### config.mk
export PLATFORM = sky130hd
export DESIGN_NAME = ble_cmd_auth
export DESIGN_NICKNAME = d
export VERILOG_FILES = /design/src/rtl/ble_cmd_auth.sv
export SDC_FILE = /design/constraint.sdc
export NUM_CORES = 1
export LEC_CHECK = 0
export BUFFER_PORTS_ARGS = -buffer_cell sky130_fd_sc_hd__buf_2
export CAP_MARGIN = 20
export CELL_PAD_IN_SITES_DETAIL_PLACEMENT = 0
export CELL_PAD_IN_SITES_GLOBAL_PLACEMENT = 1
export CORE_MARGIN = 4
export CORE_UTILIZATION = 30
export CTS_BUF_LIST = sky130_fd_sc_hd__clkbuf_2
export CTS_CLUSTER_SIZE = 12
export DETAILED_ROUTE_END_ITERATION = 12
export GPL_ROUTABILITY_DRIVEN = 0
export PLACE_DENSITY_LB_ADDON = 0.1
export SETUP_SLACK_MARGIN = 0.02
export SLEW_MARGIN = 40
export SYNTH_ARGS = -nofsm -noshare
export SYNTH_HDL_FRONTEND = slang
export SYNTH_SLANG_ARGS = --single-unit
### constraint.sdc
create_clock -name clk -period 2.13 [get_ports clk]
set_input_delay 0 -clock clk [delete_from_list [all_inputs] [get_ports clk]]
set_output_delay 0 -clock clk [all_outputs]
set_load 0.02 [all_outputs]
### src/rtl/ble_cmd_auth.sv
// BLE command receiver: 8N1 UART RX plus rider authorization FSM.
// 'g' powers the balance controller up; 's' stops it once the rider is off.
module ble_cmd_auth #(
  parameter int         BAUD_DIV = 2604,
  parameter logic [7:0] CMD_GO   = 8'h67,
  parameter logic [7:0] CMD_STOP = 8'h73
) (
  input  logic       clk,
  input  logic       rst_n,
  input  logic       RX,
  input  logic       rider_off,
  output logic [7:0] rx_data,
  output logic       rx_rdy,
  output logic       frame_err,
  output logic       pwr_up
);

  localparam int CLG = $clog2(BAUD_DIV + 1);
  localparam int CW  = (CLG > 12) ? CLG : 12;

  localparam logic [CW-1:0] HALF = CW'(BAUD_DIV / 2);
  localparam logic [CW-1:0] FULL = CW'(BAUD_DIV - 1);

  typedef enum logic [2:0] {
    R_IDLE,
    R_START,
    R_DATA,
    R_STOP,
    R_WAIT_HI
  } rx_st_t;

  typedef enum logic [1:0] {
    A_OFF,
    A_PWR1,
    A_PWR2
  } auth_st_t;

  rx_st_t     rx_st;
  auth_st_t   auth_st;
  logic       rx_s1;
  logic       rx_s2;
  logic       rx_s3;
  logic       start_edge;
  logic [CW-1:0] cnt;
  logic [2:0] bit_cnt;
  logic [7:0] shreg;
  logic       is_go;
  logic       is_stop;

  assign start_edge = rx_s3 & ~rx_s2;
  assign is_go      = rx_rdy && (rx_data == CMD_GO);
  assign is_stop    = rx_rdy && (rx_data == CMD_STOP);

  // RX synchronizer, bit timing and byte assembly
  always_ff @(posedge clk or negedge rst_n) begin
    if (!rst_n) begin
      rx_s1     <= 1'b1;
      rx_s2     <= 1'b1;
      rx_s3     <= 1'b1;
      rx_st     <= R_IDLE;
      cnt       <= '0;
      bit_cnt   <= '0;
      shreg     <= '0;
      rx_data   <= '0;
      rx_rdy    <= 1'b0;
      frame_err <= 1'b0;
    end else begin
      rx_s1     <= RX;
      rx_s2     <= rx_s1;
      rx_s3     <= rx_s2;
      rx_rdy    <= 1'b0;
      frame_err <= 1'b0;
      unique case (rx_st)
        R_IDLE: begin
          if (start_edge) begin
            cnt   <= HALF;
            rx_st <= R_START;
          end
        end
        R_START: begin
          if (cnt == '0) begin
            if (rx_s2) begin
              rx_st <= R_IDLE;
            end else begin
              cnt     <= FULL;
              bit_cnt <= '0;
              rx_st   <= R_DATA;
            end
          end else begin
            cnt <= cnt - 1'b1;
          end
        end
        R_DATA: begin
          if (cnt == '0) begin
            shreg   <= {rx_s2, shreg[7:1]};
            bit_cnt <= bit_cnt + 1'b1;
            cnt     <= FULL;
            if (bit_cnt == 3'd7) rx_st <= R_STOP;
          end else begin
            cnt <= cnt - 1'b1;
          end
        end
        R_STOP: begin
          if (cnt == '0) begin
            if (rx_s2) begin
              rx_data <= shreg;
              rx_rdy  <= 1'b1;
              rx_st   <= R_IDLE;
            end else begin
              frame_err <= 1'b1;
              rx_st     <= R_WAIT_HI;
            end
          end else begin
            cnt <= cnt - 1'b1;
          end
        end
        R_WAIT_HI: begin
          if (rx_s2) rx_st <= R_IDLE;
        end
        default: rx_st <= R_IDLE;
      endcase
    end
  end

  // Rider authorization; pwr_up lags the state by one cycle
  always_ff @(posedge clk or negedge rst_n) begin
    if (!rst_n) begin
      auth_st <= A_OFF;
      pwr_up  <= 1'b0;
    end else begin
      pwr_up <= (auth_st != A_OFF);
      unique case (auth_st)
        A_OFF: begin
          if (is_go) auth_st <= A_PWR1;
        end
        A_PWR1: begin
          if (is_stop) auth_st <= rider_off ? A_OFF : A_PWR2;
        end
        A_PWR2: begin
          if (rider_off)  auth_st <= A_OFF;
          else if (is_go) auth_st <= A_PWR1;
        end
        default: auth_st <= A_OFF;
      endcase
    end
  end

endmodule

======== After elaboration in Yosys (flattened, before gate mapping) ========
Cells that the tools add are included.
word-level totals
  register bits after elaboration ......... 42
  bits of input ports ..................... 4
  output and inout bits ................... 11
operators by class
  equality and inequality tests ........... 19
  mux-type cells .......................... 30
  reductions and logical operators ........ 13
  bitwise operators ....................... 2
  $add $sub $neg .......................... 2
operator list
  kind                                                 count
  2-to-1 mux 12 bit                                    5
  one-hot mux 12 bit (4 select lines)                  1
  2-to-1 mux 3 bit                                     10
  inequality test 2 bit (second input constant)        9
  == test 8 x 7 -> 1 bit (second input constant)       2
  one-hot mux 3 bit (5 select lines)                   1
  logical NOT 12 bit                                   1
  subtractor 12 x 1 -> 12 bit (second input constant)  1
  2-to-1 mux 2 bit                                     5
  AND reduction 4 bit                                  2
  == test 3 x 2 -> 1 bit (second input constant)       2
  == test 3 bit (second input constant)                2
  2-to-1 mux 1 bit                                     6
  one-hot mux 2 bit (3 select lines)                   1
  one-hot mux 3 bit (2 select lines)                   1
  AND reduction 6 bit                                  1
  nonzero test 2 bit                                   2
  nonzero test 4 bit                                   1
  adder 3 x 1 -> 3 bit (second input constant)         1
  == test 3 x 1 -> 1 bit (second input constant)       1
  logical NOT 3 bit                                    1
  inequality test 3 bit (second input constant)        1
  AND reduction 3 bit                                  1
  == test 2 x 1 -> 1 bit (second input constant)       1
  other kinds (6)                                      7

======== Longest topological paths before layout ========
  depth in word-level cells ............... 5
  mapped depth ............................ 8
  mapped depth without buffers ............ 7

======== Worst setup path after synthesis ========
OpenSTA, ideal clock, no wires.
  kind .................................... register to register
  start ................................... register cnt[0]
  end ..................................... register rx_data[0]
  slack ................................... 92 ps
  data arrival time ....................... 1913 ps
  path buffers ............................ 0
  library setup time ...................... 125 ps
  clock period less this slack ............ 2038 ps
  stages on the path, launching flop included .. 7
  cells stage by stage .................... dfrtp_1 inv_1 ha_1 nor4b_4 nand4_4 nor4_4 mux2_2
between the ends
  longest elaborated chain between the ends .. 2
RTL lines
  element                               line  RTL
  from (decl)                           44    logic [CW-1:0] cnt;
  from (signal assigned)                90    cnt <= cnt - 1'b1;
  from (signal assigned)                100   cnt <= cnt - 1'b1;
  from (signal assigned)                114   cnt <= cnt - 1'b1;
  logical NOT 12 bit                    104   if (cnt == '0) begin
  AND reduction 3 bit (no source line)  n/a
  to (signal assigned)                  106   rx_data <= shreg;
  to (decl)                             12    output logic [7:0] rx_data,
Every way passes these cells.
A chain may end at the register's enable or synchronous reset.

======== Worst setup path in the final report ========
  start ................................... register cnt[1]
  end ..................................... register cnt[9]
between the ends
  longest elaborated chain between the ends .. 3
  elaborated cells on any way between the ends .. 9
  those cells by class .................... 1 x add/sub; 2 x eq/ne; 4 x mux; 2 x reduce/logical
RTL lines
  element                                                                            line
  subtractor 12 x 1 -> 12 bit / logical NOT 12 bit (equally long branches)           n/a
  2-to-1 mux 12 bit (tied with other cells)                                          104
  one-hot mux 12 bit (4 select lines) / AND reduction 4 bit (equally long branches)  n/a
Parallel ways exist; a longest one is shown, timed or not. The select of a mux whose other input is x is not followed.

==> results.md <==
- Area of the multi-input gates: ~0.0010 mm2
- Pwr Total: between 2 and 2.5 mW
- Synthesized flop and latch total: 42
- Antenna violations before repair: 0
- Register Area: 0.00105 mm2
- Syn Inst Count: between 150 and 200
- Largest net degree at the start of global routing: 43
- Hold crit path type: in2async
- Post-synthesis sequential area ratio: 0.503
- Antenna Cells: 0
- CP bufs+invs: 3
- R2R Path End: cnt[9]
- Setup violators final: 0
- Total track usage: 0.122
- Crit Path Max Fanout: 5
- Final period demand of the worst path: 2.08 ns
- Max-slew headroom: 0.630
- WHS: 0.133 ns
- Crit path depth: 9
- CTS Buf Count: 5
- IO Pins: 15
- Distinct cells, synth: 47
- Die area: ~0.0084 mm2
- Post-synth EDFFs: 0
- Remaining Overflow, GRT: 0
- Top delay family on crit path: simple AND/OR/NAND/NOR gates
- CP max stage cell: dfrtp_1
- Initial DRC count: 67
- IO Port Bufs: 14
- Crit path largest cell delay: 0.47 ns
- Worst-margin pin slew: 0.555 ns
- Die width: 91.6 um
- Layout cell share with drive strength beyond 1: 0.364
- Worst setup path category: reg2reg
- Routed Antenna Nets: 0
- Max Slew Vio Count: 0
- DRT Pass-1 Iters: 4
- Predominant post-synthesis flop cell: dfrtp_1
- Die height: 91.6 um
- Final hold viol count: 0
- Post-Place Cells: 314
- Critical path, cell by cell: inv_2 > ha_4 > nor4b_4 > nand4_4 > buf_6 > o21ai_4 > buf_12 > a21oi_2 > o22a_1
- Type of origin of the critical path: flop
- Cell Count, Final, Fillers Out: 335
- Ys async rst share: 1.00
- FF-to-FF Start: cnt[1]
- Global-route wire length before repair: 8.15 mm
- Post-Syn Area per Cell: 10.7 um2
- Period utilisation layout: 0.974
- Worst IR drop on VDD: 0.000268 V
- Crit end category: flop
- Clk_lat worst skew: 0.42 ns
- Area growth syn-to-layout: 27.9%
- Critical path required time: 2.44 ns
- RSZ-0062 raised after global routing: true
- Number of global-route vias before repair: 1649
- Hpwl dp: 3.28 mm
- Mapped cell area: 0.00210 mm2
- # fillers: about 690
- Row count: 30
- Fin worst setup slack: 0.0550 ns
- CTS H-tree depth: 2
- Reg clk slew, reported paths: approximately 0.24 ns
- TritonCTS clock tree: yes
- Synth warnings: 0
- Nets: 246
- Power Density: 812 mW/mm2
- WL final: 5.00 mm
- Worst Clk Skew: 0.0265 ns
- Leakage: around 1.2 nW
- Depth of the most critical reg-to-reg path: 9
- Fmax: 0.482 GHz
- Clk buf depth: 2
- Crit path DAT: 2.39 ns
- Routed WL per cell: approximately 15 um
- # DRC: 0
- Core area: 0.00679 mm2
- Status: finished clean
- Syn nets: approximately 200
- Clk root buf: clkbuf_2
- Total of max-cap violations: 0
- Vias per cell: 4.94
- R2R Setup Slk: about 0.055 ns
- Pre-CTS setup slack: 0.00766 ns
- Clock sinks: 42
- Vias post-DR: ~1.7k
- Initial Util: 0.308
==> power by group <==
part / internal, mW / leakage (nW) / switching (mW)
sequential: 0.924 / 0.546 / 0.153
combinational: 0.296 / 0.636 / 0.322
clock: 0.203 / 0.0392 / 0.278
==> per-stage QoR <==
| step | setup TNS (ns) | utilization | cell area, um2 |
|---|---|---|---|
| finish | 0 | 0.394 | 2680 |
| detailed placement | 0 | 0.351 | 2380 |
| global route | -0.131 | 0.394 | 2680 |
| CTS | 0 | 0.368 | 2500 |
| global placement | 0 | 0.351 | 2380 |
| floorplan | 0 | - | 2100 |
==> Yosys cell counts, types with 2 or more instances <==
library cell,count,share of area
nand3_1,4,0.0096
a31oi_1,5,0.015
nor2b_1,2,0.0060
nor4_4,2,0.020
mux2_2,16,0.086
clkbuf_1,4,0.0072
nand2b_1,2,0.0060
dfrtp_1,39,0.47
o21ai_0,7,0.017
and4_1,2,0.0084
dfstp_2,3,0.038
inv_1,13,0.023
ha_1,4,0.024
nor3_1,4,0.0096
o21a_1,2,0.0072
nand2_1,9,0.016
a21oi_1,24,0.057
o22a_1,3,0.013
o22ai_1,7,0.021
or4_1,2,0.0072
nor2_1,16,0.029
==> layer usage <==
| layer | vias up | wire (um) | global-route usage |
|---|---|---|---|
| met3 | 5 | 107 | 0.0298 |
| li1 | 802 | - | - |
| met1 | 823 | 2330 | 0.156 |
| met5 | - | 0 | 0 |
| met4 | 0 | 51 | 0.0415 |
| met2 | 26 | 2510 | 0.201 |
==> worst max-delay path by stage <==
stage	from	to	slack (ns)
detailed placement	cnt[0]	shreg[2]	0.008
finish	cnt[1]	cnt[9]	0.05
CTS	cnt[0]	cnt[9]	0.03
global route	cnt[1]	cnt[9]	-0.03
global placement	cnt[0]	shreg[6]	0.005
floorplan	cnt[0]	rx_data[0]	0.09
==> sequential cells by signal, indices dropped and copies added (netlist names) <==
name / flops
rx_st: 3
bit_cnt: 3
auth_st: 2
rx_s2: 1
shreg: 8
cnt: 12
pwr_up: 1
frame_err: 1
rx_s1: 1
rx_s3: 1
rx_rdy: 1
rx_data: 8
==> cell type report <==
cell class,count,share of cell area
inverters,13,0.0182
clock inverters,2,0.0140
clock buffers,6,0.0112
flip-flops and latches,42,0.394
well taps,96,0.0448
repair buffers,42,0.128
multi-input cells,134,0.390
==> cell usage in the layout, fill, tap and decap left out, drive strengths merged, types with 2 or more instances in the layout <==
cell type    Yosys  layout
a21oi           24      24
nor2            16      16
inv             13      13
dlygate4sd3      0       3
nand2            9       9
mux2            16      16
and4             2       2
or4              2       2
nand3            4       4
o21a             2       2
clkbuf           5       8
dfstp            3       3
ha               4       4
nand2b           2       2
o21ai            8       8
nor4             3       3
buf              2      37
o22a             3       3
dfrtp           39      39
nand4b           2       2
nor4b            2       2
nor3             4       4
nor2b            2       2
o22ai            7       7
a31oi            5       5
nand4            2       2
==> cells by family (layout without fill, tap and decap cells) <==
group           Yosys count  count (layout)  share of synthesized area
buf+inv                  20              63                     0.0370
simple gates             55              55                      0.175
mux                      17              17                     0.0907
fa+ha+maj                 5               5                     0.0287
flops                    42              42                      0.503
compound gates           56              56                      0.161
xor+xnor                  1               1                    0.00418
==> repair_timing <==
item / in CTS / in global routing
gates resized for setup: 2 / 20
buffers inserted: 1 / 7
gates cloned: 0 / 2
hold endpoints to repair: 41 / 0
pin swaps: 1 / 14
setup endpoints to repair: 12 / 30
hold buffers: 3 / 0
==> worst register-to-register path, delay by kind of cell, from the launching register on <==
kind | cells | cell delay (ns)
compound gates | 3 | 0.45
buf+inv | 3 | 0.44
flops | 1 | 0.47
fa+ha+maj | 1 | 0.12
simple gates | 2 | 0.53
No activity file was read; power rests on OpenSTA's default activity.
